<file path="src/rtl/cache_def_pkg.sv">
`default_nettype none
// ============================================================================
//  Module      : cache_def (package)
//  Description : Shared cache definitions: accumulate-cache FSM states, the
//                per-line metadata record and a width-parametrised
//                saturating/wrapping adder.
//  Revision    : 1.0 - initial release
// ============================================================================
package cache_def;

    // Widest accumulator and tag that the shared helpers support.
    localparam int c_MAX_DATA_W = 64;
    localparam int c_MAX_TAG_W  = 32;

    typedef enum logic [1:0] {
        IDLE       = 2'd0,
        COMPARE    = 2'd1,
        WRITE_BACK = 2'd2,
        ALLOCATE   = 2'd3
    } accum_state_t;

    // Tag is zero-extended to the package maximum so one record type serves
    // every instance width.
    typedef struct packed {
        logic                   valid;
        logic                   dirty;
        logic [c_MAX_TAG_W-1:0] tag;
    } accum_tag_t;

    // Adds two width-bit operands (held zero-extended in c_MAX_DATA_W bits).
    // With saturate set a carry out of bit width-1 clamps to all-ones,
    // otherwise the carry is dropped.
    function automatic logic [c_MAX_DATA_W-1:0] sat_add(
        input logic [c_MAX_DATA_W-1:0] a,
        input logic [c_MAX_DATA_W-1:0] b,
        input int unsigned             width,
        input logic                    saturate
    );
        logic [c_MAX_DATA_W:0]   sum;
        logic [c_MAX_DATA_W-1:0] mask;
        logic                    carry;
        sum   = {1'b0, a} + {1'b0, b};
        mask  = {c_MAX_DATA_W{1'b1}} >> (c_MAX_DATA_W - width);
        // Operands are below 2^width, so anything left above bit width-1 is
        // exactly the carry.
        carry = (sum >> width) != '0;
        if (saturate && carry) begin
            sat_add = mask;
        end else begin
            sat_add = sum[c_MAX_DATA_W-1:0] & mask;
        end
    endfunction

endpackage
`default_nettype wire

</file>
<file path="src/rtl/accum_line_store.sv">
`default_nettype none
// ============================================================================
//  Module      : accum_line_store
//  Description : Direct-mapped line storage for the accumulate cache.
//                Valid/dirty/tag/data arrays with asynchronous read, a single
//                synchronous write port and a bulk valid/dirty clear on rst.
//  Revision    : 1.0 - initial release
// ============================================================================
module accum_line_store
    import cache_def::*;
#(
    parameter int NUM_LINES = 32,
    parameter int IDX_W     = 5,
    parameter int TAG_W     = 8,
    parameter int DATA_W    = 32
) (
    input  logic              clk,
    input  logic              rst,
    input  logic [IDX_W-1:0]  rd_idx,
    output accum_tag_t        rd_meta,
    output logic [DATA_W-1:0] rd_data,
    input  logic              wr_en,
    input  logic [IDX_W-1:0]  wr_idx,
    input  logic              wr_dirty,
    input  logic [TAG_W-1:0]  wr_tag,
    input  logic [DATA_W-1:0] wr_data
);

    logic [NUM_LINES-1:0] r_valid;
    logic [NUM_LINES-1:0] r_dirty;
    logic [TAG_W-1:0]     r_tag  [NUM_LINES];
    logic [DATA_W-1:0]    r_data [NUM_LINES];

    // Status bits: cleared together on reset, any write makes the line valid.
    always_ff @(posedge clk) begin
        if (rst) begin
            r_valid <= '0;
            r_dirty <= '0;
        end else if (wr_en) begin
            r_valid[wr_idx] <= 1'b1;
            r_dirty[wr_idx] <= wr_dirty;
        end
    end

    // Tag and data payload: never reset, a stale line is masked by valid.
    always_ff @(posedge clk) begin
        if (!rst && wr_en) begin
            r_tag[wr_idx]  <= wr_tag;
            r_data[wr_idx] <= wr_data;
        end
    end

    // Asynchronous read of the addressed line.
    always_comb begin
        rd_meta.valid = r_valid[rd_idx];
        rd_meta.dirty = r_dirty[rd_idx];
        rd_meta.tag   = c_MAX_TAG_W'(r_tag[rd_idx]);
        rd_data       = r_data[rd_idx];
    end

endmodule
`default_nettype wire

</file>
<file path="src/rtl/accum_cache_wb.sv">
`default_nettype none
// ============================================================================
//  Module      : accum_cache_wb
//  Description : Direct-mapped write-back accumulate cache for per-client
//                running totals. Accumulate or read requests are served from
//                the line store; misses fill from a handshaked backing memory
//                after writing back a dirty victim. Saturating or wrapping
//                sums, saturating hit/miss counters.
//  Revision    : 1.0 - initial release
// ============================================================================
module accum_cache_wb
    import cache_def::*;
#(
    parameter int ADDR_W    = 13,
    parameter int DATA_W    = 32,
    parameter int NUM_LINES = 32,
    parameter int SATURATE  = 1,
    parameter int STAT_W    = 16
) (
    input  logic              clk,
    input  logic              rst,
    input  logic              req_valid,
    output logic              req_ready,
    input  logic              req_acc,
    input  logic [ADDR_W-1:0] req_addr,
    input  logic [DATA_W-1:0] req_data,
    output logic              res_valid,
    output logic [DATA_W-1:0] res_data,
    output logic              mem_req_valid,
    output logic              mem_req_we,
    output logic [ADDR_W-1:0] mem_req_addr,
    output logic [DATA_W-1:0] mem_req_data,
    input  logic              mem_resp_valid,
    input  logic [DATA_W-1:0] mem_resp_data,
    output logic [STAT_W-1:0] stat_hits,
    output logic [STAT_W-1:0] stat_misses
);

    localparam int c_IDX_W = $clog2(NUM_LINES);
    localparam int c_TAG_W = ADDR_W - c_IDX_W;

    accum_state_t r_state;
    accum_state_t w_next_state;

    // Latched request
    logic              r_acc;
    logic [ADDR_W-1:0] r_addr;
    logic [DATA_W-1:0] r_data;
    logic              r_first;

    logic [c_IDX_W-1:0] w_idx;
    logic [c_TAG_W-1:0] w_tag;
    accum_tag_t         w_meta;
    logic [DATA_W-1:0]  w_line;
    logic               w_hit;
    logic [DATA_W-1:0]  w_sum;
    logic               w_accept;

    // Line store write port
    logic              w_wr_en;
    logic              w_wr_dirty;
    logic [DATA_W-1:0] w_wr_data;

    assign w_idx    = r_addr[c_IDX_W-1:0];
    assign w_tag    = r_addr[ADDR_W-1:c_IDX_W];
    assign w_hit    = w_meta.valid && (w_meta.tag == c_MAX_TAG_W'(w_tag));
    assign w_sum    = DATA_W'(sat_add(c_MAX_DATA_W'(w_line), c_MAX_DATA_W'(r_data),
                                      DATA_W, SATURATE != 0));
    assign w_accept = req_valid && req_ready;

    accum_line_store #(
        .NUM_LINES (NUM_LINES),
        .IDX_W     (c_IDX_W),
        .TAG_W     (c_TAG_W),
        .DATA_W    (DATA_W)
    ) u_store (
        .clk      (clk),
        .rst      (rst),
        .rd_idx   (w_idx),
        .rd_meta  (w_meta),
        .rd_data  (w_line),
        .wr_en    (w_wr_en),
        .wr_idx   (w_idx),
        .wr_dirty (w_wr_dirty),
        .wr_tag   (w_tag),
        .wr_data  (w_wr_data)
    );

    // State register
    always_ff @(posedge clk) begin
        if (rst) begin
            r_state <= IDLE;
        end else begin
            r_state <= w_next_state;
        end
    end

    // Next-state logic
    always_comb begin
        w_next_state = r_state;
        case (r_state)
            IDLE: begin
                if (w_accept) begin
                    w_next_state = COMPARE;
                end
            end
            COMPARE: begin
                if (w_hit) begin
                    w_next_state = IDLE;
                end else if (w_meta.valid && w_meta.dirty) begin
                    w_next_state = WRITE_BACK;
                end else begin
                    w_next_state = ALLOCATE;
                end
            end
            WRITE_BACK: begin
                if (mem_resp_valid) begin
                    w_next_state = ALLOCATE;
                end
            end
            ALLOCATE: begin
                if (mem_resp_valid) begin
                    w_next_state = COMPARE;
                end
            end
            default: w_next_state = IDLE;
        endcase
    end

    // State-decoded outputs: handshake, memory request and line-store writes.
    // Memory request fields derive only from the state and latched/stored
    // values, so they hold steady while a response is outstanding.
    always_comb begin
        req_ready     = 1'b0;
        mem_req_valid = 1'b0;
        mem_req_we    = 1'b0;
        mem_req_addr  = '0;
        mem_req_data  = '0;
        w_wr_en       = 1'b0;
        w_wr_dirty    = 1'b0;
        w_wr_data     = w_sum;
        case (r_state)
            IDLE: begin
                req_ready = 1'b1;
            end
            COMPARE: begin
                if (w_hit && r_acc) begin
                    w_wr_en    = 1'b1;
                    w_wr_dirty = 1'b1;
                    w_wr_data  = w_sum;
                end
            end
            WRITE_BACK: begin
                mem_req_valid = 1'b1;
                mem_req_we    = 1'b1;
                mem_req_addr  = {w_meta.tag[c_TAG_W-1:0], w_idx};
                mem_req_data  = w_line;
            end
            ALLOCATE: begin
                mem_req_valid = 1'b1;
                mem_req_addr  = r_addr;
                if (mem_resp_valid) begin
                    w_wr_en    = 1'b1;
                    w_wr_dirty = 1'b0;
                    w_wr_data  = mem_resp_data;
                end
            end
            default: ;
        endcase
    end

    // Request latch; r_first marks the first compare after an accept.
    always_ff @(posedge clk) begin
        if (rst) begin
            r_acc   <= 1'b0;
            r_addr  <= '0;
            r_data  <= '0;
            r_first <= 1'b0;
        end else if (w_accept) begin
            r_acc   <= req_acc;
            r_addr  <= req_addr;
            r_data  <= req_data;
            r_first <= 1'b1;
        end else if (r_state == COMPARE) begin
            r_first <= 1'b0;
        end
    end

    // Result pulse on the hitting compare; res_data holds between pulses.
    always_ff @(posedge clk) begin
        if (rst) begin
            res_valid <= 1'b0;
            res_data  <= '0;
        end else begin
            res_valid <= (r_state == COMPARE) && w_hit;
            if ((r_state == COMPARE) && w_hit) begin
                res_data <= r_acc ? w_sum : w_line;
            end
        end
    end

    // Saturating statistics; the compare after a fill is not a hit.
    always_ff @(posedge clk) begin
        if (rst) begin
            stat_hits   <= '0;
            stat_misses <= '0;
        end else if (r_state == COMPARE) begin
            if (w_hit && r_first && (stat_hits != '1)) begin
                stat_hits <= stat_hits + 1'b1;
            end
            if (!w_hit && (stat_misses != '1)) begin
                stat_misses <= stat_misses + 1'b1;
            end
        end
    end

endmodule
`default_nettype wire

</file>
<file path="config.mk">
export PLATFORM = sky130hd
export DESIGN_NAME = accum_cache_wb
export DESIGN_NICKNAME = d
export VERILOG_FILES = /design/src/rtl/cache_def_pkg.sv /design/src/rtl/accum_line_store.sv /design/src/rtl/accum_cache_wb.sv
export SDC_FILE = /design/constraint.sdc
export NUM_CORES = 2
export LEC_CHECK = 0
export CAP_MARGIN = 30
export CORE_MARGIN = 4
export CORE_UTILIZATION = 40
export CTS_BUF_LIST = sky130_fd_sc_hd__clkbuf_8
export DETAILED_ROUTE_END_ITERATION = 7
export GPL_ROUTABILITY_DRIVEN = 1
export PLACE_DENSITY = 0.56
export SLEW_MARGIN = 5
export SYNTH_ARGS = -nofsm -noshare
export SYNTH_HDL_FRONTEND = slang
export SYNTH_SLANG_ARGS = --single-unit
</file>
<file path="constraint.sdc">
create_clock -name clk -period 12.8 [get_ports clk]
set_clock_uncertainty 0.2 [all_clocks]
set_input_delay 1.92 -clock clk [delete_from_list [all_inputs] [get_ports clk]]
set_output_delay 1.92 -clock clk [all_outputs]
set_load 0.01 [all_outputs]
</file>
Yosys cells after proc, flatten, opt, wreduce, memory -nomap -nowiden
Memories as Yosys holds them, arrays and structs flattened. A register that Yosys moved wholly into a read port is not among the register bits.
Cells that the tools add are included.
- memory bits (writable): 1280
- memories: 2
- output and inout port bits: 113
- flip-flop bits (word level): 178
- word-level logic and storage cells: 81
- input port bits: 82
- memory list (name ; words ; bits a word ; read ports ; clocked after Yosys merged registers in ; wr ports ; RTL line ; text):
    u_store.r_data ; 32 ; 32 ; 1 ; 1 ; 1 ; accum_line_store.sv:32 ; logic [DATA_W-1:0] r_data [NUM_LINES];
    u_store.r_tag ; 32 ; 8 ; 1 ; 1 ; 1 ; accum_line_store.sv:31 ; logic [TAG_W-1:0] r_tag [NUM_LINES];
- reduce and logical (&&, ||, !) cells: 19
- eq/ne operators: 9
- magnitude comparators: 2
- multiplexer cells: 34
- add/subtract/negate cells: 3
- bitwise gates (word level): 1
- operators with widths (operator ; number):
    32-bit two-way mux ; 5
    65-bit nonzero test ; 1
    32-bit by 32-bit adder with 33-bit output ; 1
    16-bit by 1-bit adder with 16-bit output, second input constant ; 2
    32-bit bitwise mux ; 1
    16-bit != test, second input constant ; 2
    32-bit bitwise OR ; 1
    13-bit one-hot mux with 2 select lines ; 1
    5-bit two-way mux ; 4
    1-bit two-way mux ; 14
    1-bit binary-select mux with 5-bit select ; 2
    1-bit logical AND ; 10
    8-bit == test ; 1
    2-bit two-way mux ; 4
    2-bit one-hot mux with 4 select lines ; 1
    5-bit by 6-bit < comparator with 1-bit output, second input constant ; 1
    2-bit != test, second input constant ; 3
    1-bit demux with 5-bit select ; 1
    5-bit by 1-bit greater-or-equal comparator with 1-bit output, second input constant ; 1
    2-bit == test, second input constant ; 2
    2-bit AND reduction ; 2
    3-bit AND reduction ; 1
    2-bit by 1-bit == test with 1-bit output, second input constant ; 1
    1-bit logical NOT ; 2
    4 further kinds ; 4

Logic depth before layout (Yosys ltp)
- word-level depth: 9
- depth in mapped cells: 20
- mapped depth without buffers: 14

By module
Synthesis repeated with hierarchy kept, for this count alone.
- cell total of the unflattened synthesis: 4113
- area total of the unflattened synthesis: 60194.0 um^2
- modules (own cells, without submodules) (module ; times used ; sequential area each (um^2) ; area an instance (um^2) ; cells each):
    accum_line_store ; 1 ; 39718.1 ; 52825.7 ; 3152
    accum_cache_wb ; 1 ; 2282.2 ; 7368.3 ; 961

Worst setup path before layout
Ideal clock, no wire load.
- kind: flip-flop to flip-flop
- start point: reg (tool-made name)
- end point: mem u_store.r_data[0][10] (data pin)
- stages on the path, launching flop included: 18
- arrival time: 5.908 ns
- library setup time: 0.398 ns
- period minus slack after synthesis: 6.506 ns
- data required time: 12.202 ns
- path buffers: 6
- slack: 6.294 ns
- cell sequence: dfxtp_1 buf_4 buf_4 clkbuf_1 buf_2 buf_2 mux4_2 mux4_2 mux2_2 ha_1 o21ai_0 a211o_1 or2_2 o21bai_1 a21oi_1 o32ai_1 clkbuf_1 a31oi_1
- RTL lines (item ; RTL line):
    end, declared ; accum_line_store.sv:32

==> summary.md <==
| Metric | Value |
|---|---|
| Largest net degree at the start of global routing | 120 |
| HP Start | u_store.r_valid[27] |
| Starting Density | 40.34% |
| CP max FO | 94 |
| Die W | 391.6 µm |
| Worst skew pair latency | 950 ps |
| Switch share | 27.27% |
| IO Pins | 195 |
| Critical Path Start Type | register |
| Via count | 33.38k |
| Final period demand of the worst path | 7429 ps |
| Worst setup path end | u_store.r_data[18][29] |
| CP required | 13,130 ps |
| Final net count | 3,696 |
| Setup TNS | 0 ps |
| Initial DRT Pass Iterations | 6 |
| DPL Wire Length | 100.6 mm |
| Die Ht | 391.6 µm |
| Switching power | 0.003146 W |
| Max_cap viols | 0 |
| P per Cell Area | 168.5 mW/mm² |
| Setup violators final | 0 |
| Core Area | 0.1459 mm² |
| Fmax | 0.1346 GHz |
| Area growth from synthesis to layout | 16.33% |
| Post-Route WL | 179.3 mm |
| # port buffers | 194 |
| Avg Vias per Cell | 5.863 |
| Warnings from Yosys | 0 |
| Clock Power Share | 33.2% |
| Setup Crit Path Kind | register to register |
| Post-synthesis instance total | 3,225 |
| Pint | 0.008390 W |
| CTS H-Tree Depth | 4 |
| Met1 Use GR | 34.32% |
| Syn_nets | 3,346 |
| Leakage | 21.88 nW |
| Wirelength per Cell | 31.50 µm |
| Mapped Area | 0.05887 mm² |
| Total die area | 0.1534 mm² |
| Final Hold Vio Count | 0 |
| CP Capture Type | register |
| FF-to-FF End | u_store.r_data[18][29] |
| Worst VDD drop | 0.08278 mV |
| Fin util | 46.93% |
| Top FF cell, synth | edfxtp_1 |
| XOR/XNOR Fraction of Synth Area | 0.5356% |
| Sequential power share | 51.0% |
| Status | finished, final reports clean |
| Post-synthesis simple-gate area fraction | 4.496% |
| Grt total ovfl | 0 |
| Commonest non-fill, non-tap cell in the layout | edfxtp_1 |
| Worst slew pin tran | 1035 ps |
| Main combinational cell family by area after synthesis | multiplexers |
| DRC viols | 0 |
| CTS Buf Count | 236 |
| Vias in the first global route | 32.99k |
| Hold-fix buffers, CTS | 0 |
| Syn avg cell area | 18.25 µm² |
| Post-synth EDFFs | 1,280 |
| Slew Limit Fails | 0 |
| RSZ-0062 raised after global routing | no |
| Most frequent cells in the layout | edfxtp_1 (1,280), mux4_2 (370), clkbuf_8 (253), clkdlybuf4s50_1 (193), dfxtp_1 (177) |
| Type of the tightest min-delay check | register to register |
| Worst-path clk slew | 60 ps |
| Distinct cells, synth | 73 |
| GRT Max-Usage Layer | met2 |
| Clk root buf | clkbuf_8 |
| First-pass GRT wire length | 250.7 mm |
| Share of cells above drive strength 1 | 24.25% |
| # rows | 140 |
| TritonCTS clock tree | done |
| FF+latch count, synth | 1,463 |
| Comb pwr share | 15.7% |
| Compound-Gate Fraction of Synth Area | 4.999% |
| Post-CTS setup buffers | 0 |
| Hold WS | 264.7 ps |
| Initial antenna violation count | 5 |
| Met3 Use GR | 5.995% |
| Grt met2 use | 35.00% |
| GRT Util Overall | 23.26% |
| TritonCTS Sinks | 1,463 |
| Placer Congestion | 0.8049 |
| Ys async rst share | 0% |
| CTS max path bufs | 3 |
| R2r setup slk | 5370 ps |
| Post-Synth Adder-Cell Area | 0.8417% |
| Fin crit share | 58.04% |
| Slew margin rel. | 30.93% |
| DRT iter0 DRCs | 4,044 |
| Multiplexer share of the synthesized area | 16.07% |
| Seq/Total Area, Yosys | 71.52% |
| R2R cell count | 16 |
| Worst Path Arrival | 7760 ps |
| Detail Route Antenna Nets | 0 |
| CTS resizes | 0 |
-- cell type report --
class,instances,area (µm²)
Clock inverter,183,973.4
Clock buffer,253,3482
Timing Repair Buffer,305,3119
Inverter,23,86.33
Antenna cell,3,7.507
Tap cell,1917,2399
Multi-Input combinational cell,1546,16290
Fill cell,12460,77440
Sequential cell,1463,42120
-- sequential cells by signal, summed over array words and instances (netlist names), named ones only --
| name | count |
|---|---|
| u_store.r_valid | 32 |
| r_data | 32 |
| r_acc | 1 |
| res_data | 32 |
| r_first | 1 |
| r_state | 2 |
| r_addr | 13 |
| stat_misses | 16 |
| res_valid | 1 |
| u_store.r_dirty | 32 |
| u_store.r_data | 1024 |
| u_store.r_tag | 256 |
| stat_hits | 16 |
-- routing by layer --
metal / routed length (µm) / up-vias
met5: 12 / -
met4: 2992 / 2
met3: 17720 / 225
met2: 80890 / 1659
met1: 77690 / 17640
li1: - / 13850
-- stage by stage --
stage	worst slack (ps)	cell area (µm²)	power, W	instances
after floorplan	6294	58870	0.007048	3225
after global placement	5035	63470	0.007666	5218
after detailed placement	5060	63930	0.007780	5249
after CTS	5061	68390	0.01159	5685
after global routing	5034	68470	0.01198	5691
final	5371	68480	0.01154	5693
-- worst min-delay path by stage --
stage / to / slack, ps / depth (start not counted)
finish: u_store.r_valid[27] / 260 / 2
CTS: r_data[17] / 270 / 2
detailed placement: u_store.r_valid[20] / 250 / 2
floorplan: u_store.r_valid[11] / 230 / 2
global placement: u_store.r_valid[11] / 240 / 2
global route: u_store.r_valid[27] / 280 / 2
-- power by group through the flow --
| stage | clock network, W | logic (W) | registers (W) |
|---|---|---|---|
| finish | 0.00383 | 0.00182 | 0.00588 |
| global route | 0.00414 | 0.00196 | 0.00588 |
| CTS | 0.00391 | 0.00179 | 0.00589 |
| detailed placement | 0 | 0.00179 | 0.00599 |
| global placement | 0 | 0.00164 | 0.00603 |
| floorplan | 0 | 0.00108 | 0.00597 |
-- logic make-up after synthesis --
kind of cell             count (synthesis)
AO/OA/AOI/OAI                          446
XOR/XNOR                                36
adder cells (fa/ha/maj)                 39
buffers and inverters                  216
flip-flops                            1463
AND/OR/NAND/NOR                        548
multiplexers                           477
-- worst max-delay path, stage by stage (launching register included) --
cell      delay (ps)
dfxtp_4          430
buf_16           300
buf_12           570
mux4_2           600
mux4_2           490
mux2_2           320
ha_1             250
fa_1             490
a211oi_1         350
o21ai_0          220
and4_1           260
o21bai_1         250
a21oi_1          200
o32ai_4          270
buf_4            510
nand2_1          380
o32a_1           790
-- synthesized netlist by cell type (38+ instances only) --
master,number,share of area (%)
a21oi_1,104,0.88
ha_1,38,0.81
mux2i_1,61,1.0
and2_1,47,0.50
nand2_1,168,1.1
buf_2,47,0.40
edfxtp_1,1280,65
o22ai_1,45,0.48
clkbuf_1,129,0.82
nor2_1,161,1.0
o21ai_0,58,0.49
mux4_2,370,14
dfxtp_1,183,6.2
a21o_1,40,0.51
mux2_2,46,0.88
a31oi_1,59,0.63
Note: power is estimated with default switching activity, not from simulation.
